<file path="src/rtl/ex_alu_ccr.sv">
// rtl/ex_alu_ccr.sv - execute-stage 16-bit ALU with condition-code register
//
// Combinational ALU on buffered ID/EX operands plus the CCR {INT,C,N,Z}.
// Owns the flags-pop handshake with the memory stage and, when EX_MUL_EN
// is defined, an iterative shift-add multiplier on op 15. Both hold the
// upstream instruction via ex_busy.
//
// Ports:
//   clk, reset            posedge clock, synchronous active-high reset
//   stall                 freezes CCR, FSM and multiplier state
//   alu_op, alu_src1      operation code, B-operand select
//   rdst_val              operand A
//   rsrc_val/data/shmt/hash_imm   B-operand sources (shmt is also the shift amount)
//   set_*/clr_*           per-flag force to 1 / 0 (clr wins)
//   flags_push_pop, mem_read      CCR push (mem_read=0) / pop (mem_read=1)
//   flags_pop_val/_vld    popped flags from the memory stage
//   alu_result            combinational result
//   flags_out             CCR {INT,C,N,Z}; flags_push_val mirrors it
//   ex_busy               combinational hold request to upstream
//
// Configuration macro: EX_MUL_EN (op 15 = unsigned multiply; otherwise NOP).

module ex_alu_ccr #(
    parameter int W       = 16,
    parameter int MUL_CYC = 16
) (
    input  logic         clk,
    input  logic         reset,
    input  logic         stall,
    input  logic [3:0]   alu_op,
    input  logic [1:0]   alu_src1,
    input  logic [W-1:0] rdst_val,
    input  logic [W-1:0] rsrc_val,
    input  logic [W-1:0] data,
    input  logic [3:0]   shmt,
    input  logic [3:0]   hash_imm,
    input  logic         set_z,
    input  logic         set_n,
    input  logic         set_c,
    input  logic         set_int,
    input  logic         clr_z,
    input  logic         clr_n,
    input  logic         clr_c,
    input  logic         clr_int,
    input  logic         flags_push_pop,
    input  logic         mem_read,
    input  logic [3:0]   flags_pop_val,
    input  logic         flags_pop_vld,
    output logic [W-1:0] alu_result,
    output logic [3:0]   flags_out,
    output logic [3:0]   flags_push_val,
    output logic         ex_busy
);

    localparam logic [W-1:0] ONE = W'(1);

    typedef enum logic [1:0] {
        S_RUN      = 2'd0,
        S_WAIT_POP = 2'd1
`ifdef EX_MUL_EN
        ,
        S_MUL      = 2'd2,
        S_MUL_DONE = 2'd3
`endif
    } state_t;

    state_t      state, state_nxt;
    logic [3:0]  ccr, ccr_nxt;
    logic [W-1:0] op_a, op_b;
    logic [W-1:0] res;
    logic        upd_zn, upd_c, c_new;
    logic [W:0]  wide;
    logic        pop_req, mul_issue;
    logic [3:0]  set_v, clr_v;

    assign op_a    = rdst_val;
    assign pop_req = flags_push_pop & mem_read;
    assign set_v   = {set_int, set_c, set_n, set_z};
    assign clr_v   = {clr_int, clr_c, clr_n, clr_z};

`ifdef EX_MUL_EN
    localparam int CW = $clog2(MUL_CYC + 1);
    logic [2*W-1:0] mcand, acc;
    logic [W-1:0]   mplier;
    logic [CW-1:0]  cnt;

    assign mul_issue = (state == S_RUN) && (alu_op == 4'd15) && !pop_req;
`else
    assign mul_issue = 1'b0;
`endif

    always_comb begin
        case (alu_src1)
            2'd0:    op_b = rsrc_val;
            2'd1:    op_b = data;
            2'd2:    op_b = {{(W-4){1'b0}}, shmt};
            default: op_b = {{(W-4){1'b0}}, hash_imm};
        endcase
    end

    always_comb begin
        res    = op_a;
        upd_zn = 1'b0;
        upd_c  = 1'b0;
        c_new  = 1'b0;
        wide   = '0;
        case (alu_op)
            4'd1:  res = op_b;
            4'd2:  begin wide = {1'b0, op_a} + {1'b0, op_b}; res = wide[W-1:0]; c_new = wide[W];
                         upd_zn = 1'b1; upd_c = 1'b1; end
            4'd3:  begin res = op_a - op_b; c_new = (op_a < op_b); upd_zn = 1'b1; upd_c = 1'b1; end
            4'd4:  begin res = op_a & op_b; upd_zn = 1'b1; end
            4'd5:  begin res = op_a | op_b; upd_zn = 1'b1; end
            4'd6:  begin res = ~op_a; upd_zn = 1'b1; end
            4'd7:  begin wide = {1'b0, op_a} + {1'b0, ONE}; res = wide[W-1:0]; c_new = wide[W];
                         upd_zn = 1'b1; upd_c = 1'b1; end
            4'd8:  begin res = op_a - ONE; c_new = (op_a == '0); upd_zn = 1'b1; upd_c = 1'b1; end
            // Carry out of a shift is the last bit shifted off; a zero shift leaves C alone.
            4'd9:  begin wide = {1'b0, op_a} << shmt; res = wide[W-1:0]; c_new = wide[W];
                         upd_zn = 1'b1; upd_c = (shmt != 4'd0); end
            4'd10: begin wide = {op_a, 1'b0} >> shmt; res = wide[W:1]; c_new = wide[0];
                         upd_zn = 1'b1; upd_c = (shmt != 4'd0); end
            4'd11: begin res = '0 - op_a; c_new = (op_a != '0); upd_zn = 1'b1; upd_c = 1'b1; end
            4'd12: res = op_b;
            4'd13: res = op_a + op_b;
            4'd14: begin res = op_a ^ op_b; upd_zn = 1'b1; end
`ifdef EX_MUL_EN
            // Only meaningful in MUL_DONE; earlier cycles are busy so no flag commit happens.
            4'd15: begin res = acc[W-1:0]; c_new = |acc[2*W-1:W]; upd_zn = 1'b1; upd_c = 1'b1; end
`endif
            default: res = op_a;
        endcase
    end

    assign alu_result = res;

    always_comb begin
        ex_busy = 1'b0;
        case (state)
            S_RUN:      ex_busy = (pop_req & ~flags_pop_vld) | mul_issue;
            S_WAIT_POP: ex_busy = pop_req & ~flags_pop_vld;
`ifdef EX_MUL_EN
            S_MUL:      ex_busy = 1'b1;
`endif
            default:    ex_busy = 1'b0;
        endcase
    end

    always_comb begin
        state_nxt = state;
        case (state)
            S_RUN: begin
                if (pop_req && !flags_pop_vld)
                    state_nxt = S_WAIT_POP;
                else if (mul_issue)
`ifdef EX_MUL_EN
                    state_nxt = S_MUL;
`else
                    state_nxt = S_RUN;
`endif
            end
            S_WAIT_POP: if (flags_pop_vld) state_nxt = S_RUN;
`ifdef EX_MUL_EN
            S_MUL:      if (cnt == CW'(MUL_CYC - 1)) state_nxt = S_MUL_DONE;
            S_MUL_DONE: state_nxt = S_RUN;
`endif
            default:    state_nxt = S_RUN;
        endcase
    end

    // A pop instruction never takes ALU or set/clr updates; an instruction only
    // touches the CCR in the cycle it retires (ex_busy low).
    always_comb begin
        ccr_nxt = ccr;
        if (state == S_WAIT_POP || pop_req) begin
            if (flags_pop_vld)
                ccr_nxt = flags_pop_val;
        end else if (!ex_busy) begin
            if (upd_zn) begin
                ccr_nxt[0] = (res == '0);
                ccr_nxt[1] = res[W-1];
            end
            if (upd_c)
                ccr_nxt[2] = c_new;
            ccr_nxt = (ccr_nxt | set_v) & ~clr_v;
        end
    end

    always_ff @(posedge clk) begin
        if (reset) begin
            state <= S_RUN;
            ccr   <= 4'b0;
        end else if (!stall) begin
            state <= state_nxt;
            ccr   <= ccr_nxt;
        end
    end

`ifdef EX_MUL_EN
    always_ff @(posedge clk) begin
        if (reset) begin
            mcand  <= '0;
            mplier <= '0;
            acc    <= '0;
            cnt    <= '0;
        end else if (!stall) begin
            if (mul_issue) begin
                mcand  <= {{W{1'b0}}, op_a};
                mplier <= op_b;
                acc    <= '0;
                cnt    <= '0;
            end else if (state == S_MUL) begin
                acc    <= acc + (mplier[0] ? mcand : '0);
                mcand  <= mcand << 1;
                mplier <= mplier >> 1;
                cnt    <= cnt + CW'(1);
            end
        end
    end
`endif

    assign flags_out      = ccr;
    assign flags_push_val = ccr;

endmodule
</file>
<file path="config.mk">
export PLATFORM = sky130hd
export DESIGN_NAME = ex_alu_ccr
export DESIGN_NICKNAME = d
export VERILOG_FILES = /design/src/rtl/ex_alu_ccr.sv
export SDC_FILE = /design/constraint.sdc
export NUM_CORES = 1
export LEC_CHECK = 0
export ABC_AREA = 1
export CAP_MARGIN = 20
export CORE_MARGIN = 1.5
export CORE_UTILIZATION = 55
export DETAILED_ROUTE_END_ITERATION = 10
export PLACE_DENSITY = 0.9
export SYNTH_ARGS = -nofsm -noshare
export SYNTH_HDL_FRONTEND = slang
export SYNTH_SLANG_ARGS = --single-unit
</file>
<file path="constraint.sdc">
create_clock -name clk -period 12 [get_ports clk]
set_input_delay 3.6 -clock clk [delete_from_list [all_inputs] [get_ports clk]]
set_output_delay 3.6 -clock clk [all_outputs]
set_load 0.05 [all_outputs]
</file>
==> impl_metrics.yaml <==
run_status:
  run_status: "finished clean"
sta:
  fin_crit_ns: 11.73
  worstMarginPinSlew_ns: 1.09
  setup-tns-final_ns: 0
  achievable-frequency_mhz: 85.2
  rsz0062_at_grt: "no"
  clock-skew-final_ns: 0.000546
  finalHoldViolations: 0
  slew_headroom_pct: 26.9
  final_max_slew_viol_count: 0
  setup_slack_ns: 0.269
  min_period_over_period_pct: 97.8
  report.final.setup_viol: 0
synth:
  synth-edff-count: 0
  synthesis.area_per_instance_sq_um: 4.76
  synthesis.yosys.warnings: 0
  async_reset_ff_share_pct: 0
  synth_top_flop_cell: "sky130_fd_sc_hd__dfxtp_1"
  yosysSeqAreaShare_pct: 1.37
  synthCells: 1537
  synth_seq_cells: 5
  syn-cell-area_sq_mm: 0.00731
  synth.lib_cells_used.distinct: 42
  mappedNetlistNets: 1687
layout:
  mostFrequentLayoutCell: "sky130_fd_sc_hd__nand2_1"
  multi_input_comb_area_sq_mm: 0.00612
  layout.core_utilization_pct: 67.0
  antenna-diode-count: 0
  post_route_cells_drive_above_1_share_pct: 3.28
  area_delta_synth_final_pct: 17.0
  fill_cells: 1295
  final_cell_mix: "sky130_fd_sc_hd__nand2_1, sky130_fd_sc_hd__nand3_1, sky130_fd_sc_hd__inv_1, sky130_fd_sc_hd__nor2_1, sky130_fd_sc_hd__clkdlybuf4s50_1"
  layout.area.seq_sq_um: 100
  final_nets: 1765
  number_of_standard_cells_in_the_layout_taps_in_and_fillers_out: 1786
global_routing:
  gr-total-overflow: 0
  grt_pass1_wl_um: 50900
  antenna_found_initial: 0
  global_route.usage.total_pct: 45.8
  grt_max_degree: 33
  grt_pass1_vias: 9691
drt:
  route.antenna.remaining_nets: 0
  drtIter0Drc: 1944
  drt_pre_antenna_iters: 7
  wl_per_cell_um: 18.6
  detail_route.vias_per_cell: 6.12
  vias: 10900
  totalWireLength_um: 33200
  detail_route.drc_violations: 0
clocking:
  clock_tree_from_tritoncts: "built"
  cts-root-to-sink-buffers: 2
  tritoncts.num_buffers: 3
  worst_skew_pair.late_latency_ns: 0.23
  ctsResizeCount: 0
  clock_tree.htree_level_count: 1
  clock_sink_count: 5
  cts.reportedPaths.clkPinSlew_ns: 0.03
  cts_hold_buf: 0
  root_buffer: "sky130_fd_sc_hd__clkbuf_16"
  post-cts-setup-buffer-count: 0
floorplanning:
  die_height_um: 118
  fp.dieArea_sq_mm: 0.0140
  placement_rows: 41
  io_pins: 105
  initial_core_util_pct: 57.2
  core_sq_mm: 0.0128
  floorplan.die.width_um: 118
hold_path:
  min-delay-path-class: "flop to flop"
flow_run:
  maxCapViolCount: 0
place:
  pre_cts_slack_ns: 0.396
  dpl.cell_count: 1780
  finalWeightedCongestion: 1.09
  dp_hpwl_um: 26900
  number_of_port_buffers: 104
power_and_ir_drop:
  static-leakage-power_nw: 4.58
  power_density_mw_per_mm2: 58.4
  vdd_ir_drop_max_v: 0.0000635
setup_path:
  cp.arrival_ns: 8.13
  timing_worst_setup_path_type: "primary input to output port"
  worstSetupStartpointType: "primary input"
  critPathCaptureType: "output port"
  cp_max_fo: 11
  required_ns: 8.40
per-layer routing:
| layer | GRT usage (%) | vias up | part of all wire (%) |
|---|---|---|---|
| met1 | 59.4 | 4736 | 38 |
| met5 | 0 | - | 0 |
| met3 | 16.3 | 189 | 16 |
| li1 | - | 5058 | - |
| met4 | 22.5 | 0 | 6.4 |
| met2 | 66.7 | 954 | 39 |
flip-flops by register name (all words and copies together), names as in the netlist:
name       cells
state          1
flags_out      4
final timing paths:
path	depth (start not counted)	startpoint	end	slack [ns]
worst max-delay path	18	alu_src1[0]	alu_result[15]	0.27
worst min-delay path	2	flags_out[2]	flags_out[2]	0.56
worst max register to register	5	state[0]	flags_out[3]	10.35
worst min register to register	2	flags_out[2]	flags_out[2]	0.56
final cells by class:
type | count | share of cell area (%)
well taps | 172 | 2.52
multi-input cells | 1262 | 71.5
flip-flops and latches | 5 | 1.17
repair buffers | 132 | 14.6
inverters | 211 | 9.26
clock buffers | 4 | 0.922
worst max-delay path: stages:
cell	delay [ns]
sky130_fd_sc_hd__clkdlybuf4s50_1	0.67
sky130_fd_sc_hd__nand2_1	0.28
sky130_fd_sc_hd__o21ai_0	0.65
sky130_fd_sc_hd__inv_1	0.21
sky130_fd_sc_hd__ha_1	0.51
sky130_fd_sc_hd__nand2_1	0.12
sky130_fd_sc_hd__nor2_1	0.16
sky130_fd_sc_hd__nand2_1	0.09
sky130_fd_sc_hd__nand2_1	0.09
sky130_fd_sc_hd__nand3_1	0.10
sky130_fd_sc_hd__nand3_1	0.10
sky130_fd_sc_hd__nand2_1	0.05
sky130_fd_sc_hd__o21ai_0	0.31
sky130_fd_sc_hd__inv_1	0.08
sky130_fd_sc_hd__nand3b_1	0.12
sky130_fd_sc_hd__nand2_1	0.11
sky130_fd_sc_hd__inv_1	0.07
sky130_fd_sc_hd__clkdlybuf4s50_1	0.79
report_power, final:
group	switching, W	internal, W	leakage (nW)	total [W]
combinational	0.000288	0.000136	4.50	0.000424
clock	0.0000120	0.0000441	0.0382	0.0000562
sequential	0.00000129	0.0000180	0.0412	0.0000192
cell usage after synthesis, drive strengths merged (2+ instances only):
master | count | share of area [%]
a21boi | 2 | 0.21
a21oi | 51 | 3.5
a31oi | 5 | 0.43
and2 | 6 | 0.51
buf | 35 | 2.9
clkbuf | 24 | 1.2
dfxtp | 5 | 1.4
fa | 3 | 0.82
ha | 67 | 11
inv | 210 | 11
nand2 | 544 | 28
nand3 | 246 | 17
nand3b | 8 | 0.82
nand4 | 20 | 1.7
nor2 | 204 | 11
nor3 | 15 | 1.0
nor4 | 2 | 0.17
o211ai | 5 | 0.51
o21ai | 51 | 3.5
o22ai | 17 | 1.5
o31ai | 2 | 0.21
or2 | 3 | 0.26
xnor2 | 3 | 0.36
xor2 | 2 | 0.24
stage by stage:
step	hold WS, ns	instance area [sq um]	power (W)
2_1_floorplan	0.480	7310	0.000287
3_3_place_gp	0.503	8460	0.000420
3_5_place_dp	0.517	8460	0.000423
4_1_cts	0.558	8540	0.000481
5_1_grt	0.576	8550	0.000530
6_report	0.560	8550	0.000500
cell families after synthesis:
kind of cell             share of synthesized area [%]
adder cells (fa/ha/maj)                           12.3
AO/OA/AOI/OAI                                     10.5
flip-flops                                        1.37
buffers and inverters                             15.0
XOR/XNOR                                         0.599
AND/OR/NAND/NOR                                   60.3
(Power assumes the default switching activity.)
